File: src/rtl/mips_ctrl_pkg.sv
// -----------------------------------------------------------------------------
// mips_ctrl_pkg
// Shared definitions for the multi-cycle MIPS sequencer:
//   - opcode / funct encodings of the supported instruction subset
//   - ALUcontrol codes driven to the Datapath
//   - sequencer state encoding and instruction classes
//   - decoded static control bundle
//   - jump target helper
// -----------------------------------------------------------------------------
package mips_ctrl_pkg;

    // Primary opcodes
    localparam logic [5:0] OP_RTYPE = 6'h00;
    localparam logic [5:0] OP_J     = 6'h02;
    localparam logic [5:0] OP_BEQ   = 6'h04;
    localparam logic [5:0] OP_ADDI  = 6'h08;
    localparam logic [5:0] OP_ADDIU = 6'h09;
    localparam logic [5:0] OP_ANDI  = 6'h0C;
    localparam logic [5:0] OP_ORI   = 6'h0D;
    localparam logic [5:0] OP_LW    = 6'h23;
    localparam logic [5:0] OP_SW    = 6'h2B;

    // R-type funct codes
    localparam logic [5:0] FN_SLL = 6'h00;
    localparam logic [5:0] FN_SRL = 6'h02;
    localparam logic [5:0] FN_ADD = 6'h20;
    localparam logic [5:0] FN_SUB = 6'h22;
    localparam logic [5:0] FN_AND = 6'h24;
    localparam logic [5:0] FN_OR  = 6'h25;
    localparam logic [5:0] FN_SLT = 6'h2A;

    // ALUcontrol codes
    localparam logic [2:0] ALU_ADD = 3'b000;
    localparam logic [2:0] ALU_SUB = 3'b001;
    localparam logic [2:0] ALU_AND = 3'b010;
    localparam logic [2:0] ALU_OR  = 3'b011;
    localparam logic [2:0] ALU_SLT = 3'b100;
    localparam logic [2:0] ALU_SLL = 3'b101;
    localparam logic [2:0] ALU_SRL = 3'b110;

    typedef enum logic [2:0] {
        ST_IDLE   = 3'd0,
        ST_FETCH  = 3'd1,
        ST_DECODE = 3'd2,
        ST_EXEC   = 3'd3,
        ST_MEM    = 3'd4,
        ST_WB     = 3'd5,
        ST_HALT   = 3'd6
    } state_e;

    // Instruction class decides the phase sequence after DECODE
    typedef enum logic [2:0] {
        CLS_ALU  = 3'd0,   // R-type and ALU-immediate: EXEC -> WB
        CLS_LW   = 3'd1,   // EXEC -> MEM -> WB
        CLS_SW   = 3'd2,   // EXEC -> MEM
        CLS_BEQ  = 3'd3,   // EXEC only
        CLS_J    = 3'd4,   // resolved in DECODE
        CLS_HALT = 3'd5,
        CLS_NONE = 3'd6    // unsupported encoding
    } iclass_e;

    // Static controls, constant for the life of one instruction
    typedef struct packed {
        logic       reg_dst;
        logic       alu_src;
        logic [2:0] alu_ctrl;
        logic       sign1;
        logic       sign2;
        logic       shift;
        logic       mem_to_reg;
    } ctrl_t;

    // j target: keep the PC region bits, word-align the 26-bit index
    function automatic logic [31:0] jump_target(input logic [3:0] pc_hi, input logic [25:0] index);
        return {pc_hi, index, 2'b00};
    endfunction

endpackage

File: src/rtl/mips_decoder.sv
// -----------------------------------------------------------------------------
// mips_decoder
// Combinational decode of opcode/funct into static Datapath controls, the
// instruction class that steers the sequencer, and a legal flag.
// Ports:
//   opcode_i  in  6   IR[31:26]
//   funct_i   in  6   IR[5:0]
//   ctrl_o    out     static control bundle (ctrl_t)
//   class_o   out     instruction class (iclass_e)
//   legal_o   out 1   0 for an unsupported opcode or R-type funct
// -----------------------------------------------------------------------------
module mips_decoder
    import mips_ctrl_pkg::*;
#(
    parameter logic [5:0] HALT_OPCODE = 6'h3F
) (
    input  logic [5:0] opcode_i,
    input  logic [5:0] funct_i,
    output ctrl_t      ctrl_o,
    output iclass_e    class_o,
    output logic       legal_o
);

    // Opcode/funct decode; every path starts from all-zero controls
    always_comb begin
        ctrl_o  = '0;
        class_o = CLS_NONE;
        legal_o = 1'b1;
        // The halt opcode is checked first so it wins over any overlapping encoding
        if (opcode_i == HALT_OPCODE) begin
            class_o = CLS_HALT;
        end else begin
            case (opcode_i)
                OP_RTYPE: begin
                    class_o        = CLS_ALU;
                    ctrl_o.reg_dst = 1'b1;
                    ctrl_o.alu_src = 1'b0;
                    ctrl_o.sign1   = 1'b0;
                    case (funct_i)
                        FN_ADD:  ctrl_o.alu_ctrl = ALU_ADD;
                        FN_SUB:  ctrl_o.alu_ctrl = ALU_SUB;
                        FN_AND:  ctrl_o.alu_ctrl = ALU_AND;
                        FN_OR:   ctrl_o.alu_ctrl = ALU_OR;
                        FN_SLT:  ctrl_o.alu_ctrl = ALU_SLT;
                        FN_SLL: begin
                            ctrl_o.alu_ctrl = ALU_SLL;
                            ctrl_o.shift    = 1'b1;
                        end
                        FN_SRL: begin
                            ctrl_o.alu_ctrl = ALU_SRL;
                            ctrl_o.shift    = 1'b1;
                        end
                        default: begin
                            class_o = CLS_NONE;
                            legal_o = 1'b0;
                        end
                    endcase
                end
                OP_ADDI, OP_ADDIU, OP_ANDI, OP_ORI: begin
                    class_o        = CLS_ALU;
                    ctrl_o.reg_dst = 1'b0;
                    ctrl_o.alu_src = 1'b1;
                    // addi traps on signed overflow, addiu does not; both sign-extend
                    ctrl_o.sign1   = (opcode_i == OP_ADDI) ? 1'b1 : 1'b0;
                    ctrl_o.sign2   = (opcode_i == OP_ADDI || opcode_i == OP_ADDIU) ? 1'b1 : 1'b0;
                    if (opcode_i == OP_ANDI) begin
                        ctrl_o.alu_ctrl = ALU_AND;
                    end else if (opcode_i == OP_ORI) begin
                        ctrl_o.alu_ctrl = ALU_OR;
                    end else begin
                        ctrl_o.alu_ctrl = ALU_ADD;
                    end
                end
                OP_LW: begin
                    class_o           = CLS_LW;
                    ctrl_o.alu_src    = 1'b1;
                    ctrl_o.alu_ctrl   = ALU_ADD;
                    ctrl_o.sign2      = 1'b1;
                    ctrl_o.mem_to_reg = 1'b1;
                end
                OP_SW: begin
                    class_o         = CLS_SW;
                    ctrl_o.alu_src  = 1'b1;
                    ctrl_o.alu_ctrl = ALU_ADD;
                    ctrl_o.sign2    = 1'b1;
                end
                OP_BEQ: begin
                    class_o         = CLS_BEQ;
                    ctrl_o.alu_src  = 1'b0;
                    ctrl_o.alu_ctrl = ALU_SUB;
                    ctrl_o.sign2    = 1'b1;
                end
                OP_J: begin
                    class_o = CLS_J;
                end
                default: begin
                    class_o = CLS_NONE;
                    legal_o = 1'b0;
                end
            endcase
        end
    end

endmodule

File: src/rtl/mips_multicycle_sequencer.sv
// -----------------------------------------------------------------------------
// mips_multicycle_sequencer
// Multi-cycle control FSM for the Harvard Datapath. Holds PC and IR, fetches
// from instruction memory, decodes, and sequences the Datapath controls.
// Ports:
//   clk, rst_n                 clock, async active-low reset
//   start                      leave IDLE (ignored elsewhere)
//   imem_addr / imem_rdata     instruction fetch (combinational read)
//   beq, extend                Datapath equal flag and sign-extended immediate
//   rs, rt, rd, shamt, immediate   IR fields
//   sign1, sign2, RegDst, ALUsrc, ALUcontrol, MemtoReg, shift  static controls
//   RegWrite, MemWrite, MemRead, oe   per-phase enables (registered)
//   pc, halted, illegal        debug PC, halt status, sticky illegal flag
// -----------------------------------------------------------------------------
module mips_multicycle_sequencer
    import mips_ctrl_pkg::*;
#(
    parameter logic [31:0] RESET_PC    = 32'h0000_0000,
    parameter logic [5:0]  HALT_OPCODE = 6'h3F
) (
    input  logic        clk,
    input  logic        rst_n,
    input  logic        start,
    output logic [31:0] imem_addr,
    input  logic [31:0] imem_rdata,
    input  logic        beq,
    input  logic [31:0] extend,
    output logic [4:0]  rs,
    output logic [4:0]  rt,
    output logic [4:0]  rd,
    output logic [4:0]  shamt,
    output logic [15:0] immediate,
    output logic        sign1,
    output logic        sign2,
    output logic        RegDst,
    output logic        RegWrite,
    output logic        ALUsrc,
    output logic        MemWrite,
    output logic        MemRead,
    output logic        MemtoReg,
    output logic        oe,
    output logic        shift,
    output logic [2:0]  ALUcontrol,
    output logic [31:0] pc,
    output logic        halted,
    output logic        illegal
);

    state_e      state_q;
    logic [31:0] pc_q;
    logic [31:0] ir_q;
    logic        regwrite_q;
    logic        memwrite_q;
    logic        memread_q;
    logic        oe_q;
    logic        halted_q;
    logic        illegal_q;

    ctrl_t       ctrl_s;
    iclass_e     class_s;
    logic        legal_s;

    mips_decoder #(
        .HALT_OPCODE (HALT_OPCODE)
    ) u_decoder (
        .opcode_i (ir_q[31:26]),
        .funct_i  (ir_q[5:0]),
        .ctrl_o   (ctrl_s),
        .class_o  (class_s),
        .legal_o  (legal_s)
    );

    // Sequencer FSM with PC/IR and registered per-phase enables.
    // Enables are set on the edge that enters their phase, so each is high for
    // exactly that phase and drops asynchronously with rst_n.
    always_ff @(posedge clk or negedge rst_n) begin
        if (!rst_n) begin
            state_q    <= ST_IDLE;
            pc_q       <= RESET_PC;
            ir_q       <= 32'h0000_0000;
            regwrite_q <= 1'b0;
            memwrite_q <= 1'b0;
            memread_q  <= 1'b0;
            oe_q       <= 1'b0;
            halted_q   <= 1'b0;
            illegal_q  <= 1'b0;
        end else begin
            regwrite_q <= 1'b0;
            memwrite_q <= 1'b0;
            memread_q  <= 1'b0;
            oe_q       <= 1'b0;
            case (state_q)
                ST_IDLE: begin
                    if (start) begin
                        state_q <= ST_FETCH;
                    end else begin
                        state_q <= ST_IDLE;
                    end
                end
                ST_FETCH: begin
                    ir_q    <= imem_rdata;
                    pc_q    <= pc_q + 32'd4;
                    state_q <= ST_DECODE;
                end
                ST_DECODE: begin
                    if (class_s == CLS_HALT) begin
                        halted_q <= 1'b1;
                        state_q  <= ST_HALT;
                    end else if (!legal_s) begin
                        halted_q  <= 1'b1;
                        illegal_q <= 1'b1;
                        state_q   <= ST_HALT;
                    end else if (class_s == CLS_J) begin
                        pc_q    <= jump_target(pc_q[31:28], ir_q[25:0]);
                        state_q <= ST_FETCH;
                    end else begin
                        state_q <= ST_EXEC;
                    end
                end
                ST_EXEC: begin
                    case (class_s)
                        CLS_BEQ: begin
                            // PC already points past the branch; offset comes from the Datapath
                            if (beq) begin
                                pc_q <= pc_q + (extend << 2);
                            end else begin
                                pc_q <= pc_q;
                            end
                            state_q <= ST_FETCH;
                        end
                        CLS_LW: begin
                            memread_q <= 1'b1;
                            oe_q      <= 1'b1;
                            state_q   <= ST_MEM;
                        end
                        CLS_SW: begin
                            memwrite_q <= 1'b1;
                            state_q    <= ST_MEM;
                        end
                        default: begin
                            regwrite_q <= 1'b1;
                            state_q    <= ST_WB;
                        end
                    endcase
                end
                ST_MEM: begin
                    if (class_s == CLS_LW) begin
                        regwrite_q <= 1'b1;
                        state_q    <= ST_WB;
                    end else begin
                        state_q <= ST_FETCH;
                    end
                end
                ST_WB: begin
                    state_q <= ST_FETCH;
                end
                ST_HALT: begin
                    state_q <= ST_HALT;
                end
                default: begin
                    state_q <= ST_IDLE;
                end
            endcase
        end
    end

    assign imem_addr  = pc_q;
    assign pc         = pc_q;

    assign rs         = ir_q[25:21];
    assign rt         = ir_q[20:16];
    assign rd         = ir_q[15:11];
    assign shamt      = ir_q[10:6];
    assign immediate  = ir_q[15:0];

    assign RegDst     = ctrl_s.reg_dst;
    assign ALUsrc     = ctrl_s.alu_src;
    assign ALUcontrol = ctrl_s.alu_ctrl;
    assign sign1      = ctrl_s.sign1;
    assign sign2      = ctrl_s.sign2;
    assign shift      = ctrl_s.shift;
    assign MemtoReg   = ctrl_s.mem_to_reg;

    assign RegWrite   = regwrite_q;
    assign MemWrite   = memwrite_q;
    assign MemRead    = memread_q;
    assign oe         = oe_q;
    assign halted     = halted_q;
    assign illegal    = illegal_q;

endmodule
File: config.mk
export PLATFORM = sky130hd
export DESIGN_NAME = mips_multicycle_sequencer
export DESIGN_NICKNAME = d
export VERILOG_FILES = /design/src/rtl/mips_ctrl_pkg.sv /design/src/rtl/mips_decoder.sv /design/src/rtl/mips_multicycle_sequencer.sv
export SDC_FILE = /design/constraint.sdc
export NUM_CORES = 1
export LEC_CHECK = 0
export ABC_AREA = 1
export ABC_CLOCK_PERIOD_IN_PS = 8500
export CELL_PAD_IN_SITES_DETAIL_PLACEMENT = 2
export CELL_PAD_IN_SITES_GLOBAL_PLACEMENT = 2
export CORE_AREA = 2 2 221 114
export DETAILED_ROUTE_END_ITERATION = 12
export DIE_AREA = 0 0 223 116
export PLACE_DENSITY = 0.88
export SYNTH_ARGS = -nofsm -noshare
export SYNTH_HDL_FRONTEND = slang
export SYNTH_SLANG_ARGS = --single-unit
export TNS_END_PERCENT = 1
File: constraint.sdc
create_clock -name clk -period 8.5 [get_ports clk]
set_input_delay 1.7 -clock clk [delete_from_list [all_inputs] [get_ports clk]]
set_output_delay 1.7 -clock clk [all_outputs]
set_load 0.005 [all_outputs]
---- Yosys cells after proc, flatten, opt, wreduce, memory -nomap -nowiden ----
Index checks and enable logic that the tools add are counted.
cells by class
  add/subtract/negate cells ............... 2
  equal/unequal tests ..................... 32
  muxes and demuxes ....................... 40
  bitwise gates (word level) .............. 3
  reductions and logical operators ........ 18
operator list
  operator                                                         number
  32-bit one-hot mux with 3 select lines                           1
  28-bit two-way mux                                               3
  32-bit two-way mux                                               2
  6-bit == test, second input constant                             8
  3-bit one-hot mux with 6 select lines                            2
  32-bit by 3-bit adder with 32-bit output, second input constant  1
  32-bit adder                                                     1
  6-bit by 4-bit == test with 1-bit output, second input constant  4
  3-bit one-hot mux with 7 select lines                            1
  1-bit two-way mux                                                17
  4-bit one-hot mux with 4 select lines                            1
  3-bit == test, second input constant                             5
  3-bit two-way mux                                                5
  3-bit by 2-bit == test with 1-bit output, second input constant  4
  6-bit by 2-bit == test with 1-bit output, second input constant  2
  6-bit logical NOT                                                2
  2-bit inequality test, second input constant                     5
  9-bit two-way mux                                                1
  8-bit OR reduction                                               1
  7-bit OR reduction                                               1
  3-bit by 1-bit == test with 1-bit output, second input constant  2
  6-bit by 3-bit == test with 1-bit output, second input constant  1
  2-bit two-way mux                                                3
  1-bit one-hot mux with 2 select lines                            3
  other kinds (14)                                                 19
storage, ports and cells
  bits in registers ....................... 72
  output and inout bits ................... 115
  word-level logic and storage cells ...... 104

---- Logic depth before layout (Yosys ltp) ----
Gate-level depths: netlist of the first run.
  word-level depth ........................ 10
  gate-level depth with buffers ........... 19

---- Hierarchy ----
From an unflattened synthesis of the first run, not the netlist that was laid out.
unflattened totals
  cell total of the unflattened synthesis .. 939
  area, all modules ....................... 6,297.3 um^2
by module, submodules not included
  module                     instances  cells each  area each (um^2)
  mips_multicycle_sequencer  1          871         5,913.2
  mips_decoder               1          68          384.1

---- Least setup slack after synthesis of the first run ----
OpenSTA, ideal clock, no wires.
  kind .................................... input to register
  start ................................... input port extend[0]
  end ..................................... register pc_q[12] (netlist: imem_addr[12])
  setup time .............................. 0.116 ns
  arrival ................................. 3.482 ns
  required time ........................... 8.384 ns
  slack ................................... 4.902 ns
  stages .................................. 14
  path buffers ............................ 0
  path through ............................ or2_2 -> ha_1 -> fa_1 -> nand2_1 -> nand2_1 -> nand3_1 -> nand2_1 -> nand2_1 -> nand2_1 -> or2_2 -> nand3_1 -> nand2_1 -> nand2_1 -> nand2_1
on the way
  longest elaborated chain between the ends .. 4
RTL lines
  what                                    RTL line                          text
  from (decl)                             mips_multicycle_sequencer.sv:27   input logic [31:0] extend,
  32-bit adder                            mips_multicycle_sequencer.sv:125  pc_q <= pc_q + (extend << 2);
  32-bit two-way mux                      mips_multicycle_sequencer.sv:124  if (beq) begin
  32-bit two-way mux                      mips_multicycle_sequencer.sv:121  case (class_s)
  32-bit one-hot mux with 3 select lines  mips_multicycle_sequencer.sv:92   case (state_q)
  to (signal assigned)                    mips_multicycle_sequencer.sv:102  pc_q <= pc_q + 32'd4;
  to (signal assigned)                    mips_multicycle_sequencer.sv:125
  to (signal assigned)                    mips_multicycle_sequencer.sv:127  pc_q <= pc_q;
  to (decl)                               mips_multicycle_sequencer.sv:50   logic [31:0] pc_q;
Every way passes these cells. The select of a mux whose other input is x is not followed.
A chain may end at the register's enable or synchronous reset.

---- Final worst setup path of the first run ----
Same ends and word-level chain as after synthesis.

==> results of run 1 <==
-- cell families (layout without fill, tap and decap cells) --
logic type	Yosys count	after routing	synth area share (%)
simple gates	575	575	38.1
buf+inv	243	348	19.1
flops	70	70	27.5
compound gates	55	55	4.51
fa+ha+maj	30	30	6.02
mux	23	23	4.07
xor+xnor	4	4	0.551
other cells	1	4	0.0590
-- flip-flops by register name (all words and copies together) (netlist names) --
signal,cells
RegWrite,1
oe,1
MemWrite,1
ir_q,32
halted,1
imem_addr,30
state_q,3
illegal,1
-- placed cells by master (no fill, tap or decap) --
| master | instances |
|---|---|
| nand3_1 | 53 |
| buf_4 | 3 |
| xor2_1 | 1 |
| clkinvlp_4 | 1 |
| o22ai_1 | 2 |
| nor2_2 | 5 |
| inv_8 | 2 |
| inv_6 | 2 |
| inv_2 | 7 |
| xnor2_1 | 3 |
| inv_1 | 147 |
| a21oi_1 | 31 |
| clkinv_4 | 2 |
| ha_1 | 29 |
| clkbuf_16 | 9 |
| nor2_1 | 106 |
| clkdlybuf4s50_1 | 175 |
| nand4_1 | 13 |
| nor3_1 | 8 |
| nand3_2 | 3 |
| o211ai_1 | 1 |
| or2_2 | 4 |
| a31oi_1 | 3 |
| nand3b_1 | 7 |
| nor2_4 | 1 |
| mux2_2 | 23 |
| and2_1 | 2 |
| fa_1 | 1 |
| nand4_2 | 1 |
| o21bai_1 | 1 |
| dfrtp_1 | 70 |
| nand2_2 | 13 |
| conb_1 | 4 |
| o21ai_0 | 17 |
| nor3_4 | 3 |
| nand2_1 | 356 |
-- report_power, final --
part,switching [W],internal [W],total [W]
clock,0.000195,0.000205,0.000400
combinational,0.000898,0.000723,0.00162
sequential,0.000188,0.000484,0.000672
total,0.00128,0.00141,0.00269
-- final cells by class --
class                   instances  area (um2)  share of cell area [%]
clock buffers                   9         225                    2.75
flip-flops and latches         70        1750                    21.4
clock inverters                 7        65.1                   0.794
inverters                     154         578                    7.06
repair buffers                178        1770                    21.7
multi-input cells             691        3400                    41.6
well taps                     315         394                    4.81
-- per-stage QoR --
stage,util (%),cell area [um2],std cells,hold WS (ps)
3_5_place_dp,33.2,7900,1408,459
5_1_grt,34.5,8190,1424,517
6_report,34.5,8190,1424,482
2_1_floorplan,-,6370,1004,457
4_1_cts,34.5,8190,1424,478
3_3_place_gp,33.2,7900,1408,450
-- critical path, cell delays in order --
cell and delay, ps:
clkdlybuf4s50_1 420, or2_2 300, ha_1 230, fa_1 460
nand2_1 110, nand2_1 100, nand3_1 80, nand2_1 190
nand2_1 120, nand2_1 130, or2_2 300, nand3_1 90
nand2_1 60, nand2_1 70, nand2_1 70
-- per-layer routing --
metal | vias up | GRT usage, % | part of all wire, %
met3 | 24 | 2.74 | 3.0
met1 | 3374 | 26.2 | 44
met2 | 85 | 40.3 | 52
met4 | 0 | 6.17 | 1.5
li1 | 3202 | - | -
met5 | - | 0 | 0
-- worst paths after layout --
check	start	end	slack (ps)
max reg2reg	state_q[2]$_DFF_PN0_	imem_addr[12]$_DFFE_PN0P_	4700
min reg2reg	halted$_DFFE_PN0P_	halted$_DFFE_PN0P_	480
max in group asynchronous	rst_n	ir_q[24]$_DFFE_PN0P_	6340
min in group asynchronous	rst_n	ir_q[8]$_DFFE_PN0P_	1510
min	halted$_DFFE_PN0P_	halted$_DFFE_PN0P_	480
max	extend[0]	imem_addr[12]$_DFFE_PN0P_	4330
==> reports/qor.csv, run 1 <==
stage;metric;value;unit
setup_path;cp-end-kind;flop;
final_layout;num_antenna_cells;0;
global_routing;grt_pass1_vias;7470;
flow_run;drv_cap;0;
floorplan;die_h;116;um
floorplan;coreArea;23800;um2
synthesis;netlist_area;6360;um2
drt;routed_wl;27300;um
synthesis;ys_seq_area_share;27.5;%
cts;root_buffer;clkbuf_16;
sta;timing.slew.headroom;30.5;%
power_and_ir_drop;power;0.00269;W
cts;clkTransAtPathRegs;80;ps
floorplan;start_util;26.7;%
drt;num_vias;6685;
sta;setup_viol;0;
cts;cts_tree;done;
floorplan;die_x;223;um
synthesis;synth_commonest_cells;nand2_1, inv_1, nor2_1;
drt;drt_iter0_markers;258;
sta;final.setup.worst_slack;4330;ps
drt;dr.pass1.iters;4;
cts;cts-hold-fix-buffers;0;
setup_path;crit_type;input pin to flop;
global_routing;grt_usage;21.5;%
synthesis;synth_top_cell_area_share;27.5;%
synthesis;synthTopCellsByArea;dfrtp_1, nand2_1, inv_1;
final_layout;fin_nets;1202;
synthesis;synth_edf_count;0;
synthesis;synth_ff_type;dfrtp_1;
synthesis;avgSynthCellArea;6.35;um2
synthesis;post-synth-top-area-cell;dfrtp_1;
worst_hold_path;min-delay-path-class;flop to flop;
sta;finalCritPeriodShare;49.1;%
synthesis;ys_seq_elements;70;
cts;cts_sinks;70;
synthesis;yosysWarningCount;0;
power_and_ir_drop;power.leakage;4.25;nW
synthesis;synth.most_common_cell;nand2_1;
drt;drc_errors;0;
setup_path;ff2ff_path_depth;16;
worst_hold_path;worstHoldPathCells;2;
sta;worstMarginPinSlew;1040;ps
final_layout;syn_to_final_growth;28.8;%
place;gp_congestion;0.851;
setup_path;crit_required;8760;ps
run_status;status;finished, final reports clean;
final_layout;nFillCells;2890;
cts;cts_setup_buffers;0;
drt;wl_per_cell;19.1;um
sta;fin_setup_tns;0;ps
sta;skew;14.1;ps
place;post-dp-hpwl;21200;um
synthesis;ys_types;35;
global_routing;grt_overflow;0;
floorplan;dieArea;25900;um2
cts;clockBufferDepth;2;
cts;cts_buffers;9;
global_routing;antenna_found_initial;0;
setup_path;cp.arrival;4430;ps
cts;clock_latency;370;ps
cts;htreeDepth;3;
setup_path;start_kind;input pin;
power_and_ir_drop;ir_drop;168;uV
place;portBuffers;176;
sta;fin_crit;4170;ps
floorplan;ios;183;
global_routing;grt_max_degree;71;
final_layout;drive_gt1_share;7.12;%
drt;ant_nets;0;
floorplan;rows;40;
sta;fmax;240;MHz
synthesis;syn_inst;1001;
place;place_ws;3980;ps
cts;cts-resized-gates;0;
setup_path;crit_fanout;4;
sta;drv_slew;0;
global_routing;grt_pass1_wl;42600;um
sta;final_hold_viol_count;0;
power_and_ir_drop;p_per_area;329;nW/um2
sta;rsz0062_at_grt;no;
drt;via_per_inst;4.69;
synthesis;async_reset_ff_share;100;%
Power figures use the tool's default switching activity.
==> run 2, diff against run 1 <==
Settings changed: ABC_CLOCK_PERIOD_IN_PS 8500 to 4100, CORE_AREA 2 2 221 114 to 2 2 229 118, DIE_AREA 0 0 223 116 to 0 0 231 120, PLACE_DENSITY 0.88 to 0.82.
Clock period 8.5 ns to 4.1 ns, I/O delays scaled along.
==> run 2 against run 1 <==
Effect of this change:
- largest cell class unchanged
- non-clock buffer count up 3
- flip-flop and latch count unchanged
- utilization down 2.5 points
- sequential share of layout area down 0.18 points
- first-iteration DRC count up 28%
==> reports/qor.csv, run 2 (synthesized netlist as in run 1, its figures left out) <==
stage;metric;value;unit
run_status;status;finished, final reports clean;
floorplan;die_h;120;um
cts;clkTransAtPathRegs;70;ps
place;gp_congestion;0.895;
cts;cts-resized-gates;0;
sta;timing.slew.headroom;33.2;%
drt;wl_per_cell;17.7;um
power_and_ir_drop;ir_drop;242;uV
global_routing;grt_usage;19.3;%
setup_path;crit_required;4350;ps
sta;fmax;285;MHz
final_layout;postLayoutCoreUtil;32.0;%
sta;drv_slew;0;
place;portBuffers;176;
sta;setup_viol;0;
cts;clockBufferDepth;2;
final_layout;largest_reg_flops;32;
global_routing;grt_pass1_vias;7027;
setup_path;crit_fanout;19;
floorplan;die_x;231;um
sta;fin_crit;3510;ps
cts;root_buffer;clkbuf_16;
place;post-dp-hpwl;21700;um
cts;cts_setup_buffers;0;
global_routing;grt_max_degree;59;
drt;drt_iter0_markers;330;
setup_path;crit_type;flop to flop;
sta;final.setup.worst_slack;589;ps
final_layout;fin_nets;1205;
drt;num_vias;6591;
drt;ant_nets;0;
cts;cts_buffers;9;
place;place_ws;565;ps
final_layout;largest_register;ir_q;
cts;clock_latency;370;ps
sta;worstMarginPinSlew;999;ps
global_routing;grt_pass1_wl;40600;um
drt;via_per_inst;4.50;
sta;finalCritPeriodShare;85.6;%
sta;rsz0062_at_grt;no;
setup_path;cp.arrival;3760;ps
worst_hold_path;min-delay-path-class;flop to flop;
cts;cts_tree;done;
sta;fin_setup_tns;0;ps
setup_path;start_kind;flop;
global_routing;antenna_found_initial;1;
final_layout;drive_gt1_share;7.37;%
final_layout;final_common_cell;nand2_1;
final_layout;fin_cells;1465;
sta;final_hold_viol_count;0;
cts;cts-hold-fix-buffers;0;
drt;dr.pass1.iters;4;
floorplan;coreArea;25900;um2
place;dp_cells;1448;
global_routing;grt_overflow;0;
floorplan;rows;42;
sta;skew;9.73;ps
final_layout;syn_to_final_growth;29.9;%
floorplan;dieArea;27700;um2
floorplan;start_util;24.6;%
cts;cts_sinks;70;
setup_path;cp-end-kind;flop;
final_layout;final_cell_mix;nand2_1, clkdlybuf4s50_1, inv_1;
cts;htreeDepth;3;
final_layout;nFillCells;3182;
flow_run;drv_cap;0;
power_and_ir_drop;p_per_area;673;nW/um2
floorplan;ios;183;
drt;routed_wl;26000;um
drt;drc_errors;0;
power_and_ir_drop;power.leakage;4.26;nW
-- run 2: cell count changes in the layout (fill, tap and decap cells not counted), moves of 2 or more --
cell and change:
clkinv_4 -2, buf_4 +3, inv_6 +2, inv_8 -2
-- run 2: routing by layer --
layer	GRT usage, %	vias up	part of all wire (%)
li1	-	3226	-
met1	30.3	3229	55
met2	26.9	126	38
met3	3.92	10	6.4
met4	3.35	0	0.56
met5	0	-	0
-- run 2: per-stage QoR --
| stage | hold WS, ps | instance area [um2] | total power (W) |
|---|---|---|---|
| 5_1_grt | 529 | 8260 | 0.00605 |
| 6_report | 483 | 8260 | 0.00556 |
| 3_5_place_dp | 467 | 7970 | 0.00479 |
| 3_3_place_gp | 450 | 7970 | 0.00465 |
| 4_1_cts | 493 | 8260 | 0.00565 |
| 2_1_floorplan | 457 | 6370 | 0.00348 |
-- run 2: report_power, final --
group | internal (W) | switching [W] | leakage (nW) | total [W]
sequential | 0.00100 | 0.000409 | 0.843 | 0.00141
combinational | 0.00151 | 0.00184 | 3.28 | 0.00335
clock | 0.000435 | 0.000360 | 0.137 | 0.000795
-- run 2: final cells by class --
class,instances,area [um2],share of cell area [%]
multi-input combinational,691,3400,41.2
timing repair buffer,181,1800,21.7
sequential,70,1750,21.2
inverter,154,578,7.00
tap,352,440,5.33
clock buffer,10,239,2.89
clock inverter,6,50.0,0.606
antenna,1,2.50,0.0303
-- run 2: path summary, 6_finish.rpt --
check / cells past startpoint / end / from / slack [ps]
worst max-delay path: 16 / imem_addr[12]$_DFFE_PN0P_ / state_q[2]$_DFF_PN0_ / 590
worst min-delay path: 2 / halted$_DFFE_PN0P_ / halted$_DFFE_PN0P_ / 480
worst max register to register: 16 / imem_addr[12]$_DFFE_PN0P_ / state_q[2]$_DFF_PN0_ / 590
worst min register to register: 2 / halted$_DFFE_PN0P_ / halted$_DFFE_PN0P_ / 480
max in group asynchronous: 2 / ir_q[14]$_DFFE_PN0P_ / rst_n / 2820
min in group asynchronous: 1 / imem_addr[16]$_DFFE_PN0P_ / rst_n / 550
-- run 2: worst max-delay path, cell delays in order (launching register included) --
cell     delay, ps
dfrtp_1        530
nor3_4         340
inv_2          240
or2_2          340
ha_1           240
fa_1           470
nand2_1        100
nand2_1        100
nand3_1         90
nand2_1        130
nand2_1        100
nand2_1        130
or2_2          300
nand3_1         70
nand2_1         80
nand2_1         70
nand2_1         50
